==> src/rtl/sample_interp_pkg.sv <==
// Shared types and sizing helpers for the sample interpolator.
package sample_interp_pkg;

  localparam int unsigned SAMPLE_W = 16;

  typedef logic signed [SAMPLE_W-1:0] sample_t;

  // Accumulator holds a 17-bit delta scaled by 2**rate_log2.
  function automatic int unsigned acc_width(input int unsigned rate_log2);
    return SAMPLE_W + 1 + rate_log2;
  endfunction

endpackage

==> src/rtl/sample_fifo.sv <==
// Synchronous sample FIFO with a zero-latency head output.
module sample_fifo
  import sample_interp_pkg::*;
#(
  parameter int unsigned FIFO_LOG2 = 2
) (
  input  logic                i_clk,
  input  logic                i_res,
  input  logic                push,
  input  logic                pop,
  input  logic [SAMPLE_W-1:0] din,
  output logic [SAMPLE_W-1:0] dout,
  output logic                full,
  output logic                empty
);

  localparam int unsigned Depth = 2 ** FIFO_LOG2;
  localparam logic [FIFO_LOG2:0] DepthCnt = (FIFO_LOG2 + 1)'(Depth);

  logic [SAMPLE_W-1:0]  mem_q [Depth];
  logic [FIFO_LOG2-1:0] wr_ptr_q, rd_ptr_q;
  logic [FIFO_LOG2:0]   count_q, count_d;
  logic                 push_ok, pop_ok;

  assign full    = (count_q == DepthCnt);
  assign empty   = (count_q == '0);
  assign push_ok = push & ~full;
  assign pop_ok  = pop & ~empty;
  assign dout    = mem_q[rd_ptr_q];

  always_comb begin
    count_d = count_q;
    unique case ({push_ok, pop_ok})
      2'b10:   count_d = count_q + 1'b1;
      2'b01:   count_d = count_q - 1'b1;
      default: count_d = count_q;
    endcase
  end

  always_ff @(posedge i_clk or negedge i_res) begin
    if (!i_res) begin
      wr_ptr_q <= '0;
      rd_ptr_q <= '0;
      count_q  <= '0;
    end else begin
      if (push_ok) wr_ptr_q <= wr_ptr_q + 1'b1;
      if (pop_ok)  rd_ptr_q <= rd_ptr_q + 1'b1;
      count_q <= count_d;
    end
  end

  always_ff @(posedge i_clk) begin
    if (push_ok) mem_q[wr_ptr_q] <= din;
  end

endmodule

==> src/rtl/sample_interpolator.sv <==
// Linear interpolator feeding the sigma-delta DAC: one new sample per 2**RATE_LOG2 clocks.
// Optional o_underrun_cnt port is enabled by defining SAMPLE_INTERP_UNDERRUN_CNT_EN.
module sample_interpolator
  import sample_interp_pkg::*;
#(
  parameter int unsigned RATE_LOG2 = 4,
  parameter int unsigned FIFO_LOG2 = 2
) (
  input  logic                i_clk,
  input  logic                i_res,
  input  logic [SAMPLE_W-1:0] i_sample,
  input  logic                i_valid,
  output logic                o_ready,
  output logic [SAMPLE_W-1:0] o_func,
  output logic                o_tick,
  output logic                o_underrun
`ifdef SAMPLE_INTERP_UNDERRUN_CNT_EN
  ,
  output logic [15:0]         o_underrun_cnt
`endif
);

  localparam int unsigned AccW = acc_width(RATE_LOG2);

  logic [RATE_LOG2-1:0]       phase_q;
  sample_t                    curr_q, curr_d, new_s;
  logic signed [SAMPLE_W:0]   delta_q, delta_d;
  logic signed [AccW-1:0]     acc_q, acc_d;
  logic                       tick, fifo_full, fifo_empty;
  logic [SAMPLE_W-1:0]        fifo_dout;
  logic                       unused_acc;

  assign tick       = &phase_q;
  assign o_ready    = ~fifo_full;
  assign o_tick     = tick;
  assign o_underrun = tick & fifo_empty;

  sample_fifo #(
    .FIFO_LOG2(FIFO_LOG2)
  ) u_fifo (
    .i_clk (i_clk),
    .i_res (i_res),
    .push  (i_valid & ~fifo_full),
    .pop   (tick & ~fifo_empty),
    .din   (i_sample),
    .dout  (fifo_dout),
    .full  (fifo_full),
    .empty (fifo_empty)
  );

  // On underrun the current value is repeated, giving a flat segment.
  always_comb begin
    new_s   = fifo_empty ? curr_q : sample_t'(fifo_dout);
    curr_d  = curr_q;
    delta_d = delta_q;
    acc_d   = acc_q + {{RATE_LOG2{delta_q[SAMPLE_W]}}, delta_q};
    if (tick) begin
      curr_d  = new_s;
      delta_d = {new_s[SAMPLE_W-1], new_s} - {curr_q[SAMPLE_W-1], curr_q};
      acc_d   = {curr_q[SAMPLE_W-1], curr_q, {RATE_LOG2{1'b0}}};
    end
  end

  always_ff @(posedge i_clk or negedge i_res) begin
    if (!i_res) begin
      phase_q <= '0;
      curr_q  <= '0;
      delta_q <= '0;
      acc_q   <= '0;
    end else begin
      phase_q <= phase_q + 1'b1;
      curr_q  <= curr_d;
      delta_q <= delta_d;
      acc_q   <= acc_d;
    end
  end

  // acc stays between old and new sample, so this slice cannot overflow.
  assign o_func     = acc_q[RATE_LOG2 +: SAMPLE_W];
  assign unused_acc = ^{acc_q[AccW-1], acc_q[RATE_LOG2-1:0]};

`ifdef SAMPLE_INTERP_UNDERRUN_CNT_EN
  logic [15:0] ucnt_q;

  always_ff @(posedge i_clk or negedge i_res) begin
    if (!i_res) begin
      ucnt_q <= '0;
    end else if (o_underrun && (ucnt_q != 16'hFFFF)) begin
      ucnt_q <= ucnt_q + 16'd1;
    end
  end

  assign o_underrun_cnt = ucnt_q;
`endif

endmodule
==> config.mk <==
export PLATFORM = sky130hd
export DESIGN_NAME = sample_interpolator
export DESIGN_NICKNAME = d
export VERILOG_FILES = /design/src/rtl/sample_interp_pkg.sv /design/src/rtl/sample_fifo.sv /design/src/rtl/sample_interpolator.sv
export SDC_FILE = /design/constraint.sdc
export NUM_CORES = 1
export LEC_CHECK = 0
export CAP_MARGIN = 40
export CORE_MARGIN = 1.5
export CORE_UTILIZATION = 40
export CTS_BUF_LIST = sky130_fd_sc_hd__clkbuf_8
export CTS_CLUSTER_SIZE = 25
export DETAILED_ROUTE_END_ITERATION = 16
export DONT_BUFFER_PORTS = 1
export GPL_TIMING_DRIVEN = 0
export SYNTH_ARGS = -nofsm -noshare
export SYNTH_HDL_FRONTEND = slang
export SYNTH_SLANG_ARGS = --single-unit
==> constraint.sdc <==
create_clock -name i_clk -period 4.25 [get_ports i_clk]
set_input_delay 0.2125 -clock i_clk [delete_from_list [all_inputs] [get_ports i_clk]]
set_output_delay 0.2125 -clock i_clk [all_outputs]
set_load 0.01 [all_outputs]
==> impl_metrics.toml, run 1 <==
[run]
drv_cap = 0

[clock_tree]
clk_latency_ns = 0.44
tritoncts = "done"
clkTransAtPathRegs_ns = 0.08
postCtsSetupBuffers = 0
cts.sinks = 128
h-tree-depth = 4
cts_max_path_buffers = 2
cts-root-buf = "clkbuf_8"
numCtsBuffers = 17

[yosys]
netlist.area_leader.share_pct = 28.9
syn-num-nets = 620
ys_types = 51
yosys.area.top_type = "edfxtp_1"
synth-seq-cells = 128
syn-instance-count = 557
ys_seq_area_share_pct = 52.9
synth_enable_flop_cells = 64
synthTopCellsByArea = "edfxtp_1 29%, dfrtp_1 24%, ha_1 7.7%"
syn-mean-instance-area_um2 = 11.9
yosysWarnings = 0
synth-main-ff-cell = "edfxtp_1"
synth_area_um2 = 6660
async_flop_share_pct = 50.0

[drt]
wl_mm = 13.6
wl_met3_um = 704
wl_met2_mm = 6.52
via_per_inst = 5.13
met1Wirelength_mm = 6.27
drtIter0Drc = 224
ant_nets = 0
wire_per_inst_um = 16.4
drc = 0
first_pass_iters = 5
highest_layer = "met4"
via_count = 4242

[layout]
fin_area_um2 = 7570
layout-drive-gt1-share_pct = 16.4
finish.net_count = 661
utilization_pct = 47.1
n_antenna_cell = 0
final_cell_mix = "64 x dfrtp_1, 64 x edfxtp_1, 58 x nand2_1, 45 x o21ai_0, 41 x ha_1"
area_growth_pct = 13.7

[timing]
tns_ns = 0
min_period_ns = 3.86
hold_violations = 0
worst_pin_slew_ns = 0.672
relSlewSlack_pct = 55.0
rsz0062_at_grt = "false"
fin_skew_ns = 0.0138
final.period_utilization_pct = 90.9
drv_slew = 0
finalSetupViolCount = 0
whs_ns = 0.0776
fmax_mhz = 259

[floorplan]
pin_count = 38
initial_core_util_pct = 41.4
core_area_um2 = 16100
dieWidth_um = 132
fp.dieArea_um2 = 17400
rows = 46
die_y_um = 132

[global_route]
grt_max_degree = 65
grt_overflow_total = 0
antenna_found_initial = 0
grt_pass1_wl_mm = 22.7
grt_pass1_vias = 4385
grt_usage_pct = 16.8

[outcome]
status = "complete, no violations"

[worst_setup_path]
max_stage_delay_ns = 0.58
critPathLaunchType = "flip-flop"
critPathCaptureType = "flip-flop"
crit_required_ns = 4.58
crit_fanout = 10
crit_type = "flip-flop to flip-flop"
path_cells = "nor3_2 > clkbuf_1 > mux2_2 > ha_1 > o21ai_1 > a21oi_2 > o21a_1 > o31ai_1 > o21ai_0 > a21o_1 > a221o_1"
arrival_ns = 4.19
crit_path_top_delay_cell = "nor3_2"

[placement]
portBuffers = 0
post-dp-hpwl_mm = 10.0
place.gp.congestion = 0.887
place_area_um2 = 6990

[worst_hold_path]
holdCritPathClass = "input pin to flip-flop"
[kinds of logic (layout without fill, tap and decap cells)]
group,after synthesis,in the layout,synth area share (%)
fa+ha+maj,44,44,8.61
mux,34,34,8.40
simple gates,127,127,8.72
flops,128,128,52.9
compound gates,131,131,12.7
xor+xnor,33,33,4.34
buf+inv,60,114,4.32
[worst max-delay path: cells and delay by family, from the launching register on]
family                   cells  cell delay (ns)
AO/OA/AOI/OAI                7             1.43
adder cells (fa/ha/maj)      1             0.32
buffers and inverters        1             0.58
flip-flops                   1             0.41
multiplexers                 1             0.41
AND/OR/NAND/NOR              1             0.58
[cell usage after synthesis (2+ instances only)]
cell,instances
dfrtp_1,64
edfxtp_1,64
nand2_1,58
o21ai_0,45
ha_1,41
a21oi_1,32
nor2_1,29
inv_1,28
xor2_1,17
buf_4,16
mux4_2,16
xnor2_1,16
mux2_2,15
a21o_1,11
clkbuf_1,10
nand3_1,9
and3_1,6
o211ai_1,6
nand2b_1,5
nand4_1,5
a211oi_1,4
a21oi_2,4
a31oi_1,4
and2_1,4
buf_1,4
o31ai_1,4
fa_1,3
mux2i_1,3
nor2b_1,3
o21ai_1,3
a211o_1,2
buf_2,2
nor3_1,2
nor3_2,2
o21ai_2,2
o31a_1,2
or4_1,2
[registers in the layout (all words and copies together), names as in the netlist]
register         flops
phase_q              4
u_fifo.rd_ptr_q      2
curr_q              16
u_fifo.mem_q        64
delta_q             17
u_fifo.wr_ptr_q      2
u_fifo.count_q       3
acc_q               20
[final timing paths]
check	start	endpoint	cells past startpoint	slack [ns]
worst max-delay path	u_fifo.count_q[1]$_DFFE_PN0P_	delta_q[11]$_DFFE_PN0P_	11	0.39
worst min-delay path	i_valid	u_fifo.wr_ptr_q[0]$_DFFE_PN0P_	2	0.08
worst max register to register	u_fifo.count_q[1]$_DFFE_PN0P_	delta_q[11]$_DFFE_PN0P_	11	0.39
worst min register to register	phase_q[0]$_DFF_PN0_	phase_q[0]$_DFF_PN0_	1	0.45
max in group asynchronous	i_res	curr_q[2]$_DFFE_PN0P_	2	3.65
min in group asynchronous	i_res	acc_q[6]$_DFF_PN0_	2	0.30
[cell type report]
class / count / area (um2)
Buffer: 32 / 184
Clock buffer: 17 / 234
Clock inverter: 15 / 149
Fill cell: 1437 / 8490
Inverter: 28 / 105
Multi-Input combinational cell: 369 / 2840
Sequential cell: 128 / 3520
Tap cell: 216 / 270
Timing Repair Buffer: 22 / 258
[per-stage QoR]
step	cells	setup slack, ns
floorplan	557	0.983
global placement	773	0.357
detailed placement	777	0.240
CTS	827	0.204
global route	827	0.0921
finish	827	0.388
[routing by layer]
| metal | vias up | track usage [%] |
|---|---|---|
| li1 | 2107 | - |
| met1 | 2040 | 21.7 |
| met2 | 89 | 27.3 |
| met3 | 6 | 4.88 |
| met4 | 0 | 4.88 |
| met5 | - | 0 |
[repair_timing]
action	in CTS	in global routing
hold buffers	18	0
resized for setup	0	1
setup endpoints to repair	0	1
hold endpoints to repair	128	0
Power of run 1 is left out: the tool's default activity adds up to more than one toggle a clock period on the data nets, which glitch-free logic cannot reach.
==> run 2: changes to the inputs <==
--- a/config.mk
+++ b/config.mk
@@ -13,6 +13,7 @@
 export DETAILED_ROUTE_END_ITERATION = 16
 export DONT_BUFFER_PORTS = 1
 export GPL_TIMING_DRIVEN = 0
+export RECOVER_POWER = 25
 export SYNTH_ARGS = -nofsm -noshare
 export SYNTH_HDL_FRONTEND = slang
 export SYNTH_SLANG_ARGS = --single-unit
==> run 2 against run 1 <==
- the flow now finishes with violations (max-capacitance violations, max-slew violations)
- critical path depth is the same
- die area is the same
- register-to-register slack is essentially flat
- design area shrank 0.23%
- count of clock-buffer cells in the layout is the same
- core utilization shrank 0.11 points
- worst setup slack is the same
- sequential share of layout area grew 0.11 points
- worst hold slack is the same
- first-iteration DRC count is the same
- critical endpoint unchanged
- highest routed layer unchanged
==> impl_metrics.toml, run 2 (same netlist as run 1, synthesis figures left out) <==
[layout]
fin_area_um2 = 7550
n_antenna_cell = 0
largest_register_ffs = 64
area_growth_pct = 13.4
reg.largest.list = "u_fifo.mem_q (64), acc_q (20), delta_q (17)"
layout-drive-gt1-share_pct = 16.2
fill_cells = 1440
finish.net_count = 661
final_cell_mix = "64 x dfrtp_1, 64 x edfxtp_1, 58 x nand2_1, 45 x o21ai_0, 41 x ha_1"
regMostFlops = "u_fifo.mem_q"
fin_cells = 827

[drt]
via_count = 4240
first_pass_iters = 5
ant_nets = 0
drtIter0Drc = 224
wl_mm = 13.6
via_per_inst = 5.13
wire_per_inst_um = 16.4
drc = 0

[timing]
min_period_ns = 3.86
drv_slew = 65
final.period_utilization_pct = 90.9
hold_violations = 0
worst_pin_slew_ns = 2.97
fin_skew_ns = 0.0138
relSlewSlack_pct = -98.2
tns_ns = 0
rsz0062_at_grt = "false"
finalSetupViolCount = 0
whs_ns = 0.0776
fmax_mhz = 259

[clock_tree]
clkTransAtPathRegs_ns = 0.08
tritoncts = "done"
postCtsSetupBuffers = 0
numCtsBuffers = 17
cts.sinks = 128
cts_max_path_buffers = 2
cts-root-buf = "clkbuf_8"
h-tree-depth = 4
clk_latency_ns = 0.44

[worst_setup_path]
crit_fanout = 10
path_cells = "nor3_2 > clkbuf_1 > mux2_2 > ha_1 > o21ai_1 > a21oi_2 > o21a_1 > o31ai_1 > o21ai_0 > a21o_1 > a221o_1"
crit_required_ns = 4.58
crit_type = "flip-flop to flip-flop"
critPathCaptureType = "flip-flop"
cp-endpoint = "delta_q[11]$_DFFE_PN0P_"
arrival_ns = 4.19
critPathLaunchType = "flip-flop"
worstReg2RegEnd = "delta_q[11]$_DFFE_PN0P_"
max_stage_delay_ns = 0.58
crit_start = "u_fifo.count_q[1]$_DFFE_PN0P_"
cp.depth = 11
r2r_cells = 11
crit_path_top_delay_cell = "nor3_2"
r2r_start = "u_fifo.count_q[1]$_DFFE_PN0P_"
rrSetupSlack_ns = 0.39
critPathTopFamily = "compound AO/OA/AOI/OAI gates"
critPathBufInv = 1

[placement]
place_area_um2 = 6990
dp_cells = 777
post-dp-hpwl_mm = 10.0
place.gp.congestion = 0.887
portBuffers = 0

[outcome]
status = "finished with violations"
violations = "max-capacitance violations, max-slew violations"

[floorplan]
initial_core_util_pct = 41.4
dieWidth_um = 132
pin_count = 38
core_area_um2 = 16100
fp.dieArea_um2 = 17400
die_y_um = 132
rows = 46

[global_route]
grt_max_degree = 65
antenna_found_initial = 0
grt_pass1_vias = 4385
grt_usage_pct = 16.8
grt_pass1_wl_mm = 22.7
grt_overflow_total = 0

[run]
drv_cap = 1

[worst_hold_path]
holdCritPathClass = "input pin to flip-flop"
hold_depth = 2
run 2: cell count changes in the layout (fill, tap and decap cells not counted), sizes merged:
cell / before / now
clkdlybuf4s25: 0 / 1
buf: 26 / 25
run 2: worst min path at each step:
stage,to,from,slack (ns)
6_report,u_fifo.wr_ptr_q[0]$_DFFE_PN0P_,i_valid,0.08
5_1_grt,u_fifo.wr_ptr_q[0]$_DFFE_PN0P_,i_valid,0.06
4_1_cts,u_fifo.wr_ptr_q[0]$_DFFE_PN0P_,i_valid,0.05
3_5_place_dp,acc_q[5]$_DFF_PN0_,i_res,-0.08
3_3_place_gp,acc_q[5]$_DFF_PN0_,i_res,-0.08
2_1_floorplan,acc_q[0]$_DFF_PN0_,i_res,-0.08
run 2: layout make-up:
type | count | area, um2 | share of cell area (%)
Sequential cell | 128 | 3520 | 46.7
Multi-Input combinational cell | 369 | 2840 | 37.7
Tap cell | 216 | 270 | 3.58
Timing Repair Buffer | 22 | 240 | 3.18
Clock buffer | 17 | 234 | 3.10
Buffer | 32 | 184 | 2.44
Clock inverter | 15 | 149 | 1.97
Inverter | 28 | 105 | 1.39
run 2: routing by layer:
layer	GRT usage, %	up-vias	share of wire (%)
met5	0	-	0
met1	21.7	2039	46
met2	27.3	89	48
li1	-	2106	-
met3	4.88	6	5.2
met4	4.88	0	0.63
run 2: worst reg2reg max path, delay by kind of cell, from the launching register on:
family                   cells  cell delay [ns]
AO/OA/AOI/OAI                7             1.43
adder cells (fa/ha/maj)      1             0.33
buffers and inverters        1             0.58
flip-flops                   1             0.41
multiplexers                 1             0.42
AND/OR/NAND/NOR              1             0.59
run 2: metrics by stage:
stage	worst slack, ns	utilization (%)
2_1_floorplan	0.983	-
3_3_place_gp	0.357	43.1
3_5_place_dp	0.240	43.5
4_1_cts	0.204	47.1
5_1_grt	0.0921	47.0
6_report	0.388	47.0
run 2: what timing repair did:
item,CTS,global route
gates resized for setup,0,1
setup endpoints to repair,0,1
endpoints found under the hold margin,128,0
hold buffers,18,0
Power of run 2 is left out for the same reason.
==> run 3: changes to the inputs <==
--- a/config.mk
+++ b/config.mk
@@ -6,13 +6,13 @@
 export NUM_CORES = 1
 export LEC_CHECK = 0
 export CAP_MARGIN = 40
-export CORE_MARGIN = 1.5
 export CORE_UTILIZATION = 40
 export CTS_BUF_LIST = sky130_fd_sc_hd__clkbuf_8
 export CTS_CLUSTER_SIZE = 25
 export DETAILED_ROUTE_END_ITERATION = 16
 export DONT_BUFFER_PORTS = 1
 export GPL_TIMING_DRIVEN = 0
+export HOLD_SLACK_MARGIN = 0.08
 export RECOVER_POWER = 25
 export SYNTH_ARGS = -nofsm -noshare
 export SYNTH_HDL_FRONTEND = slang
==> run 3 against run 2 <==
- the run still ends with max-capacitance violations, max-slew violations left
- core utilization is 0.13 points lower
- sequential share of layout area up 0.13 points
- maximum frequency decreased by 1.3%
- final cell count did not move
- count of clock-buffer cells in the layout did not move
- critical path depth up 1
- routed wire length decreased by 1.3%
- clock skew barely moved
- worst setup slack got worse by 0.052 ns
==> impl_metrics.toml, run 3 (same netlist as run 1, synthesis figures left out) <==
[floorplan]
die_y_um = 131
initial_core_util_pct = 41.4
rows = 46
pin_count = 38
core_area_um2 = 16100
dieWidth_um = 131
fp.dieArea_um2 = 17200

[timing]
min_period_ns = 3.91
tns_ns = 0
worst_pin_slew_ns = 3.04
final.period_utilization_pct = 92.1
rsz0062_at_grt = "false"
finalSetupViolCount = 0
relSlewSlack_pct = -103
hold_violations = 0
drv_slew = 65
fin_skew_ns = 0.0135
fmax_mhz = 255

[layout]
n_antenna_cell = 0
largest_register_ffs = 64
regMostFlops = "u_fifo.mem_q"
area_growth_pct = 13.1
final_cell_mix = "64 x dfrtp_1, 64 x edfxtp_1, 58 x nand2_1, 45 x o21ai_0, 41 x ha_1"
reg.largest.list = "u_fifo.mem_q (64), acc_q (20), delta_q (17)"
layout-drive-gt1-share_pct = 15.7
finish.net_count = 662

[drt]
drc = 0
ant_nets = 0
first_pass_iters = 4
wire_per_inst_um = 16.2
via_count = 4322
via_per_inst = 5.23
wl_mm = 13.4
drtIter0Drc = 127

[clock_tree]
cts-root-buf = "clkbuf_8"
tritoncts = "done"
numCtsBuffers = 17
postCtsSetupBuffers = 0
cts_max_path_buffers = 2
h-tree-depth = 4
clkTransAtPathRegs_ns = 0.08
cts.sinks = 128
clk_latency_ns = 0.45

[global_route]
grt_pass1_wl_mm = 22.6
grt_pass1_vias = 4515
antenna_found_initial = 0
grt_usage_pct = 17.8
grt_max_degree = 65
grt_overflow_total = 0

[placement]
post-dp-hpwl_mm = 9.89
place.gp.congestion = 0.906
portBuffers = 0

[worst_setup_path]
r2r_start = "u_fifo.rd_ptr_q[1]$_DFFE_PN0P_"
arrival_ns = 4.24
crit_path_top_delay_cell = "buf_1"
critPathLaunchType = "flip-flop"
crit_fanout = 10
crit_type = "flip-flop to flip-flop"
critPathBufInv = 2
path_cells = "clkbuf_1 > buf_1 > mux4_2 > mux2_2 > ha_1 > o21ai_1 > a21oi_2 > o21a_1 > o31ai_1 > o21ai_0 > a21o_1 > a221o_1"
max_stage_delay_ns = 0.59
critPathCaptureType = "flip-flop"
crit_start = "u_fifo.rd_ptr_q[1]$_DFFE_PN0P_"
crit_required_ns = 4.58
critPathTopFamily = "compound AO/OA/AOI/OAI gates"

[outcome]
violations = "max-capacitance violations, max-slew violations"
status = "finished with violations"

[worst_hold_path]
worstHoldStart = "i_valid"
holdCritPathClass = "input pin to flip-flop"

[run]
drv_cap = 1
[run 3: path summary, 6_finish.rpt]
path	endpoint	slack, ns	cells past startpoint
worst max-delay path	delta_q[11]$_DFFE_PN0P_	0.34	12
min in group asynchronous	acc_q[1]$_DFF_PN0_	1.48	2
worst min-delay path	u_fifo.mem_q[1][5]$_DFFE_PP_	0.26	1
worst max register to register	delta_q[11]$_DFFE_PN0P_	0.34	12
max in group asynchronous	curr_q[10]$_DFFE_PN0P_	1.02	2
worst min register to register	phase_q[0]$_DFF_PN0_	0.46	1
[run 3: layout make-up]
type                            instances  area (um2)
Tap cell                              216         270
Multi-Input combinational cell        369        2840
Buffer                                 32         183
Fill cell                            1460        8530
Inverter                               28         105
Timing Repair Buffer                   23         250
Sequential cell                       128        3520
Clock inverter                         14         119
Clock buffer                           17         234
[run 3: stage by stage]
stage                     worst slack [ns]  instances  utilization (%)  area (um2)  hold WS, ns
after floorplan                      0.983        557                -        6660      -0.0831
after global placement               0.354        773             43.1        6930      -0.0814
after detailed placement             0.323        777             43.5        6990      -0.0815
after CTS                            0.297        827             47.0        7550        0.227
after global routing                0.0393        827             46.9        7530        0.241
final                                0.336        827             46.9        7530        0.259
[run 3: layer usage]
| layer | wire, um | track usage [%] |
|---|---|---|
| met5 | 0 | 0 |
| met4 | 291 | 8.11 |
| met3 | 502 | 4.07 |
| met2 | 6400 | 29.6 |
| met1 | 6220 | 22.2 |
[run 3: repair_timing]
action,CTS,global route
resized for setup,0,0
endpoints found under the hold margin,130,0
hold buffers,19,0
Power of run 3 is left out for the same reason.
